`src/rtl/unified_mem_arbiter.sv`:
```
// Arbiter and sequencer for a single-port unified memory shared by the
// instruction-fetch and data-memory stages. One access is in flight at a time.
module unified_mem_arbiter #(
    parameter int ADDR_W     = 32,
    parameter int DATA_W     = 32,
    parameter int MEM_LAT    = 1,
    parameter int STARVE_MAX = 4
) (
    input  logic              clk,
    input  logic              rst,
    input  logic              if_req,
    input  logic [ADDR_W-1:0] if_addr,
    input  logic              if_flush,
    output logic              if_ready,
    output logic [DATA_W-1:0] if_rdata,
    input  logic              d_req,
    input  logic              d_we,
    input  logic [ADDR_W-1:0] d_addr,
    input  logic [DATA_W-1:0] d_wdata,
    output logic              d_ready,
    output logic [DATA_W-1:0] d_rdata,
    output logic              mem_en,
    output logic              mem_we,
    output logic [ADDR_W-1:0] mem_addr,
    output logic [DATA_W-1:0] mem_wdata,
    input  logic [DATA_W-1:0] mem_rdata,
    output logic              stall_if,
    output logic              stall_mem,
    output logic              busy
);

    localparam int CNT_W = $clog2(MEM_LAT + 1);
    localparam int STV_W = $clog2(STARVE_MAX + 1);

    typedef enum logic [1:0] {IDLE, ISSUE, WAIT, DONE} state_e;
    typedef enum logic {OWN_IF, OWN_D} owner_e;

    state_e            state_q;
    owner_e            owner_q;
    logic [CNT_W-1:0]  cnt_q;
    logic [STV_W-1:0]  starve_q;
    logic              cancel_q;
    logic              we_q;
    logic              mem_en_q;
    logic              mem_we_q;
    logic [ADDR_W-1:0] mem_addr_q;
    logic [DATA_W-1:0] mem_wdata_q;
    logic              if_ready_q;
    logic [DATA_W-1:0] if_rdata_q;
    logic              d_ready_q;
    logic [DATA_W-1:0] d_rdata_q;

    logic fetch_req;
    logic grant_data;
    logic grant_fetch;
    logic fetch_cancel;

    // A flushed fetch is invisible to arbitration; a starved fetch overrides data.
    always_comb begin
        // NOTE: every always_comb output gets a default first so no latch is inferred.
        fetch_req    = 1'b0;
        grant_data   = 1'b0;
        grant_fetch  = 1'b0;
        fetch_cancel = 1'b0;
        fetch_req    = if_req & ~if_flush;
        grant_data   = d_req & ~((starve_q == STV_W'(STARVE_MAX)) & fetch_req);
        grant_fetch  = fetch_req & ~grant_data;
        fetch_cancel = cancel_q | if_flush;
    end

    // NOTE: sequential state uses non-blocking assignments only, so every
    // register samples the pre-edge values regardless of statement order.
    always_ff @(posedge clk or posedge rst) begin
        if (rst) begin
            state_q     <= IDLE;
            owner_q     <= OWN_IF;
            cnt_q       <= '0;
            starve_q    <= '0;
            cancel_q    <= 1'b0;
            we_q        <= 1'b0;
            mem_en_q    <= 1'b0;
            mem_we_q    <= 1'b0;
            mem_addr_q  <= '0;
            mem_wdata_q <= '0;
            if_ready_q  <= 1'b0;
            if_rdata_q  <= '0;
            d_ready_q   <= 1'b0;
            d_rdata_q   <= '0;
        end else begin
            mem_en_q   <= 1'b0;
            mem_we_q   <= 1'b0;
            if_ready_q <= 1'b0;
            d_ready_q  <= 1'b0;
            if (state_q != IDLE && owner_q == OWN_IF && if_flush) begin
                cancel_q <= 1'b1;
            end
            case (state_q)
                IDLE: begin
                    if (grant_data) begin
                        owner_q     <= OWN_D;
                        we_q        <= d_we;
                        mem_en_q    <= 1'b1;
                        mem_we_q    <= d_we;
                        mem_addr_q  <= d_addr;
                        mem_wdata_q <= d_wdata;
                        state_q     <= ISSUE;
                        if (if_req && starve_q != STV_W'(STARVE_MAX)) begin
                            starve_q <= starve_q + STV_W'(1);
                        end
                    end else if (grant_fetch) begin
                        owner_q    <= OWN_IF;
                        we_q       <= 1'b0;
                        mem_en_q   <= 1'b1;
                        mem_addr_q <= if_addr;
                        starve_q   <= '0;
                        state_q    <= ISSUE;
                    end
                end
                ISSUE: begin
                    cnt_q   <= CNT_W'(MEM_LAT);
                    state_q <= WAIT;
                end
                WAIT: begin
                    cnt_q <= cnt_q - CNT_W'(1);
                    // Last WAIT cycle is the one in which mem_rdata is valid.
                    if (cnt_q == CNT_W'(1)) begin
                        state_q <= DONE;
                        if (owner_q == OWN_D) begin
                            d_ready_q <= 1'b1;
                            if (!we_q) begin
                                d_rdata_q <= mem_rdata;
                            end
                        end else if (!fetch_cancel) begin
                            if_ready_q <= 1'b1;
                            if_rdata_q <= mem_rdata;
                        end
                    end
                end
                DONE: begin
                    cancel_q <= 1'b0;
                    state_q  <= IDLE;
                end
                default: state_q <= IDLE;
            endcase
        end
    end

    assign mem_en    = mem_en_q;
    assign mem_we    = mem_we_q;
    assign mem_addr  = mem_addr_q;
    assign mem_wdata = mem_wdata_q;
    assign if_ready  = if_ready_q;
    assign if_rdata  = if_rdata_q;
    assign d_ready   = d_ready_q;
    assign d_rdata   = d_rdata_q;
    assign stall_if  = if_req & ~if_ready_q;
    assign stall_mem = d_req & ~d_ready_q;
    assign busy      = (state_q != IDLE);

endmodule

```
`config.mk`:
```
export PLATFORM = sky130hd
export DESIGN_NAME = unified_mem_arbiter
export DESIGN_NICKNAME = d
export VERILOG_FILES = /design/src/rtl/unified_mem_arbiter.sv
export SDC_FILE = /design/constraint.sdc
export NUM_CORES = 1
export LEC_CHECK = 0
export ABC_AREA = 1
export CAP_MARGIN = 20
export CORE_MARGIN = 1.5
export CORE_UTILIZATION = 25
export DETAILED_ROUTE_END_ITERATION = 6
export GPL_TIMING_DRIVEN = 0
export SKIP_CTS_REPAIR_TIMING = 1
export SLEW_MARGIN = 20
export SYNTH_ARGS = -nofsm -noshare
export SYNTH_HDL_FRONTEND = slang
export SYNTH_SLANG_ARGS = --single-unit
```
`constraint.sdc`:
```
create_clock -name clk -period 4.65 [get_ports clk]
set_input_delay 0.93 -clock clk [delete_from_list [all_inputs] [get_ports clk]]
set_output_delay 0.93 -clock clk [all_outputs]
set_load 0.01 [all_outputs]
```
# Yosys cells after proc, flatten, opt, wreduce, memory -nomap -nowiden
# Cells that the tools add are included.
[word_totals]
mem_bits_ro = 0
register_bits = 141
out_inout_bits = 135
memories = 0
mem_bits_rw = 0
latchBits = 0
[classes]
n_mux = 27
bitwise = 15
add_sub_neg = 2
n_div = 0
order_cmp = 0
n_reduce_logical = 14
n_mul = 0
eq_ne = 8
shift = 0
[ops]
columns = ["op", "n"]
rows = [
  ["32-bit two-way mux", 2],
  ["1-bit two-way mux", 17],
  ["3-bit two-way mux", 3],
  ["1-bit inverter", 8],
  ["2-bit one-hot mux with 4 select lines", 1],
  ["4-bit AND reduction", 2],
  ["2-bit nonzero test", 4],
  ["1-bit AND", 6],
  ["2-bit two-way mux", 3],
  ["3-bit inequality test, second input constant", 2],
  ["2-bit AND reduction", 3],
  ["2-bit == test, second input constant", 2],
  ["3-bit by 1-bit adder with 3-bit output, second input constant", 1],
  ["3-bit == test, second input constant", 1],
  ["1-bit logical AND", 3],
  ["3-bit AND reduction", 1],
  ["2-bit by 1-bit == test with 1-bit output, second input constant", 1],
  ["2-bit zero test", 1],
  ["2-bit by 1-bit inequality test with 1-bit output, second input constant", 1],
  ["2-bit inequality test, second input constant", 1],
  ["1-bit one-hot mux with 2 select lines", 1],
  ["1-bit OR", 1],
  ["1-bit subtractor, second input constant", 1],
]

# Longest topological paths before layout
[logic_depth]
ltp_word = 10
ltp_mapped = 10
ltp_nobuf = 9

# Least setup slack after synthesis
# Ideal clock, no wire load.
[synth_timing]
path_type = "in2out"
start = "input d_req"
end = "output stall_mem"
arrival_ns = 1.603
path_stages = 4
slack_ns = 2.117
path_cell_list = "buf_4 > buf_1 > inv_1 > nor2_1"
[synth_via]
elab_chain_len = 1
[synth_lines]
columns = ["item", "line", "rtl"]
rows = [
  ["start: declaration", "16", "input logic d_req,"],
  ["1-bit AND", "157", "assign stall_mem = d_req & ~d_ready_q;"],
  ["end: declaration", "28", "output logic stall_mem,"],
]
# No other way between the ends.

# Worst setup path in the final report
# Same ends and word-level chain as after synthesis.

==> summary.txt <==
Synth area leaders: dfrtp_1, nand2_1, inv_1
Synth Instances: 695
synth cell count leaders: nand2_1, dfrtp_1, inv_1, nand3_1, o21ai_1
PnR Total Power: 6.19 mW
Sinks on Clock Net: 141
die area: 25200 sq um
most common cell in the netlist: nand2_1
Iteration-0 DRC Markers: 382
sequential-to-total area share from yosys stat: 58.1%
share of synthesized registers carrying an async set or reset: 100%
CP startpoint kind: input pin
#FFs+latches synth: 141
CP Class: input pin to output pin
first-pass GRT wire length: 31.8 mm
Mean Syn Cell Area: 8.74 sq um
unique cell type count in the Yosys netlist: 22
Setup TNS: 0 ns
drc violations: 0
initial antenna violation count: 1
maxcap violations: 0
max incr delay on CP: 0.54 ns
num ports: 269
RSZ-0062 raised after global routing: no
Cell Pwr Density: 629 nW/um^2
Post-DP HPWL: 14.2 mm
gr usage total: 16.0%
WHS Endpoint: mem_wdata[6]$_DFFE_PP0P_
Fin. Hold Viols: 0
Top FF cell, synth: dfrtp_1
share of layout cells above drive strength 1: 7.71%
via count: 5473
TritonRoute pass-1 iters: 5
Rows: 56
crit path time final: 3.15 ns
CTS root buf: clkbuf_16
hold path startpoint: mem_wdata[6]$_DFFE_PP0P_
mean routed wirelength per cell: 14.5 um
static leakage: 4.76 nW
worst-path cell chain: buf_4, buf_1, inv_1, nor2_1, clkdlybuf4s50_1
Die Span Y: 159 um
Routed WL: 19.1 mm
final setup fails: 0
status: finished clean
Overflow after GRT: 0
core area: 23700 sq um
Hold/Removal Path Class: flop to flop
number of global-route vias before repair: 5710
worst setup margin: 1.50 ns
Max IR drop VDD: 0.000226 V
gp weighted congestion: 0.791
vias per cell: 4.15
critical path required time: 3.72 ns
Crit-path slowest cell: clkdlybuf4s50_1
Crit. End Element: output pin
Worst-Skew Late Latency: 0.43 ns
TritonCTS clock tree: yes
worst-margin pin slew: 0.537 ns
number of nets in the layout: 1125
R2R Path End: d_rdata[2]$_DFFE_PP0P_
Post-DRT Antenna Nets: 0
worst hold stages: 2
Initial Util: 25.6%
Yosys top cell by area: dfrtp_1
post-synth top area share: 58.1%
setup slack, reg-to-reg: 2.91 ns
headroom to the max-slew limit: 64.2%
maximum clock skew at final layout: 0.0108 ns
Period Utilization, post-route: 67.8%
CP max FO: 10
Clock Path Buffers: 2
Max Fclk: 317 MHz
CTS Buf Count: 17
Buffers on Ports: 267
dpl ws: 1.48 ns
synth warn: 0
Die W: 159 um
Post-Syn Nets: 834
Post-synth EDFFs: 0
reg2reg start: state_q[0]$_DFFE_PP0P_
area delta synth->final: 62.1%
Syn Std Cell Area: 6070 sq um
H-tree levels: 4
R2R depth: 7
Clock Pin Slew Worst Setup and Hold Paths: 0.06 ns
largest net degree at the start of global routing: 32
count of pins over their slew limit: 0
crit path DAT: 2.22 ns
-- cells by family (layout without fill, tap and decap cells) --
group / Yosys count / in the layout / synth area share (%)
xor gates and xnor gates: 1 / 1 / 0.144
other: 0 / 1 / 0
adders and majority gates: 5 / 5 / 1.03
DFF: 141 / 141 / 58.1
buffers and inverters: 119 / 423 / 9.10
AOI/OAI and AO/OA: 69 / 69 / 5.68
and+or+nand+nor: 360 / 360 / 26.0
-- layout by cell type, fill, tap and decap left out --
| cell | count |
|---|---|
| nand2_1 | 273 |
| clkdlybuf4s50_1 | 267 |
| dfrtp_1 | 141 |
| inv_1 | 79 |
| nand3_1 | 39 |
| o21ai_1 | 37 |
| nand3b_1 | 32 |
| o21ai_0 | 30 |
| clkbuf_16 | 17 |
| buf_2 | 13 |
| buf_4 | 10 |
| nor2_1 | 8 |
| buf_6 | 7 |
| clkbuf_1 | 6 |
| clkinvlp_4 | 6 |
| ha_1 | 5 |
| buf_12 | 5 |
| inv_2 | 3 |
| nor2_4 | 3 |
| inv_6 | 3 |
| nand2_4 | 2 |
| buf_1 | 2 |
| a21oi_1 | 2 |
| bufinv_16 | 2 |
| clkbuf_8 | 2 |
| diode_2 | 1 |
| nor2_2 | 1 |
| nand2_2 | 1 |
| nand3_4 | 1 |
| xnor2_1 | 1 |
| clkinv_4 | 1 |
-- per-layer routing --
| layer | global-route usage, % | vias up | wire [um] |
|---|---|---|---|
| li1 | - | 2728 | - |
| met1 | 20.1 | 2567 | 8420 |
| met2 | 25.7 | 159 | 9040 |
| met3 | 5.07 | 19 | 1260 |
| met4 | 6.26 | 0 | 371 |
| met5 | 0 | - | 0 |
-- worst max path at each step --
| stage | start | endpoint |
|---|---|---|
| after floorplan | rst | cancel_q$_DFFE_PP0P_ |
| after global placement | rst | mem_addr[3]$_DFFE_PP0P_ |
| after detailed placement | d_req | stall_mem |
| after CTS | d_req | stall_mem |
| after global routing | d_req | stall_mem |
| final | d_req | stall_mem |
-- where the power goes --
| group | leakage, nW | internal [mW] | switching [mW] |
|---|---|---|---|
| logic | 2.73 | 1.44 | 1.24 |
| registers | 1.75 | 1.81 | 0.316 |
| clock network | 0.273 | 0.824 | 0.558 |
| total | 4.76 | 4.07 | 2.12 |
-- worst max-delay path, delay by kind of cell --
kind	cells	cell delay [ns]
buffers and inverters	4	1.20
AND/OR/NAND/NOR	1	0.09
-- final cells by class --
class | count | area (sq um)
antenna | 1 | 2.50
buffer | 36 | 241
clock buffer | 21 | 460
clock inverter | 11 | 133
fill | 2433 | 13800
inverter | 83 | 315
multi-input combinational | 435 | 1990
sequential | 141 | 3530
tap | 319 | 399
timing repair buffer | 272 | 2770
-- metrics by stage --
step / utilization (%) / hold WS [ns] / cell area [sq um] / instances
after global placement: 38.6 / 0.462 / 9150 / 1281
after floorplan: - / 0.453 / 6080 / 695
final: 41.6 / 0.477 / 9850 / 1319
after global routing: 41.6 / 0.494 / 9840 / 1318
after detailed placement: 39.1 / 0.464 / 9250 / 1286
after CTS: 41.6 / 0.480 / 9840 / 1318
-- sequential cells by signal (all words and copies together), names as in the netlist, 2 cells and up --
name       flops
state_q        2
starve_q       3
mem_wdata     32
d_rdata       32
mem_addr      32
if_rdata      32
Power figures use the tool's default switching activity.
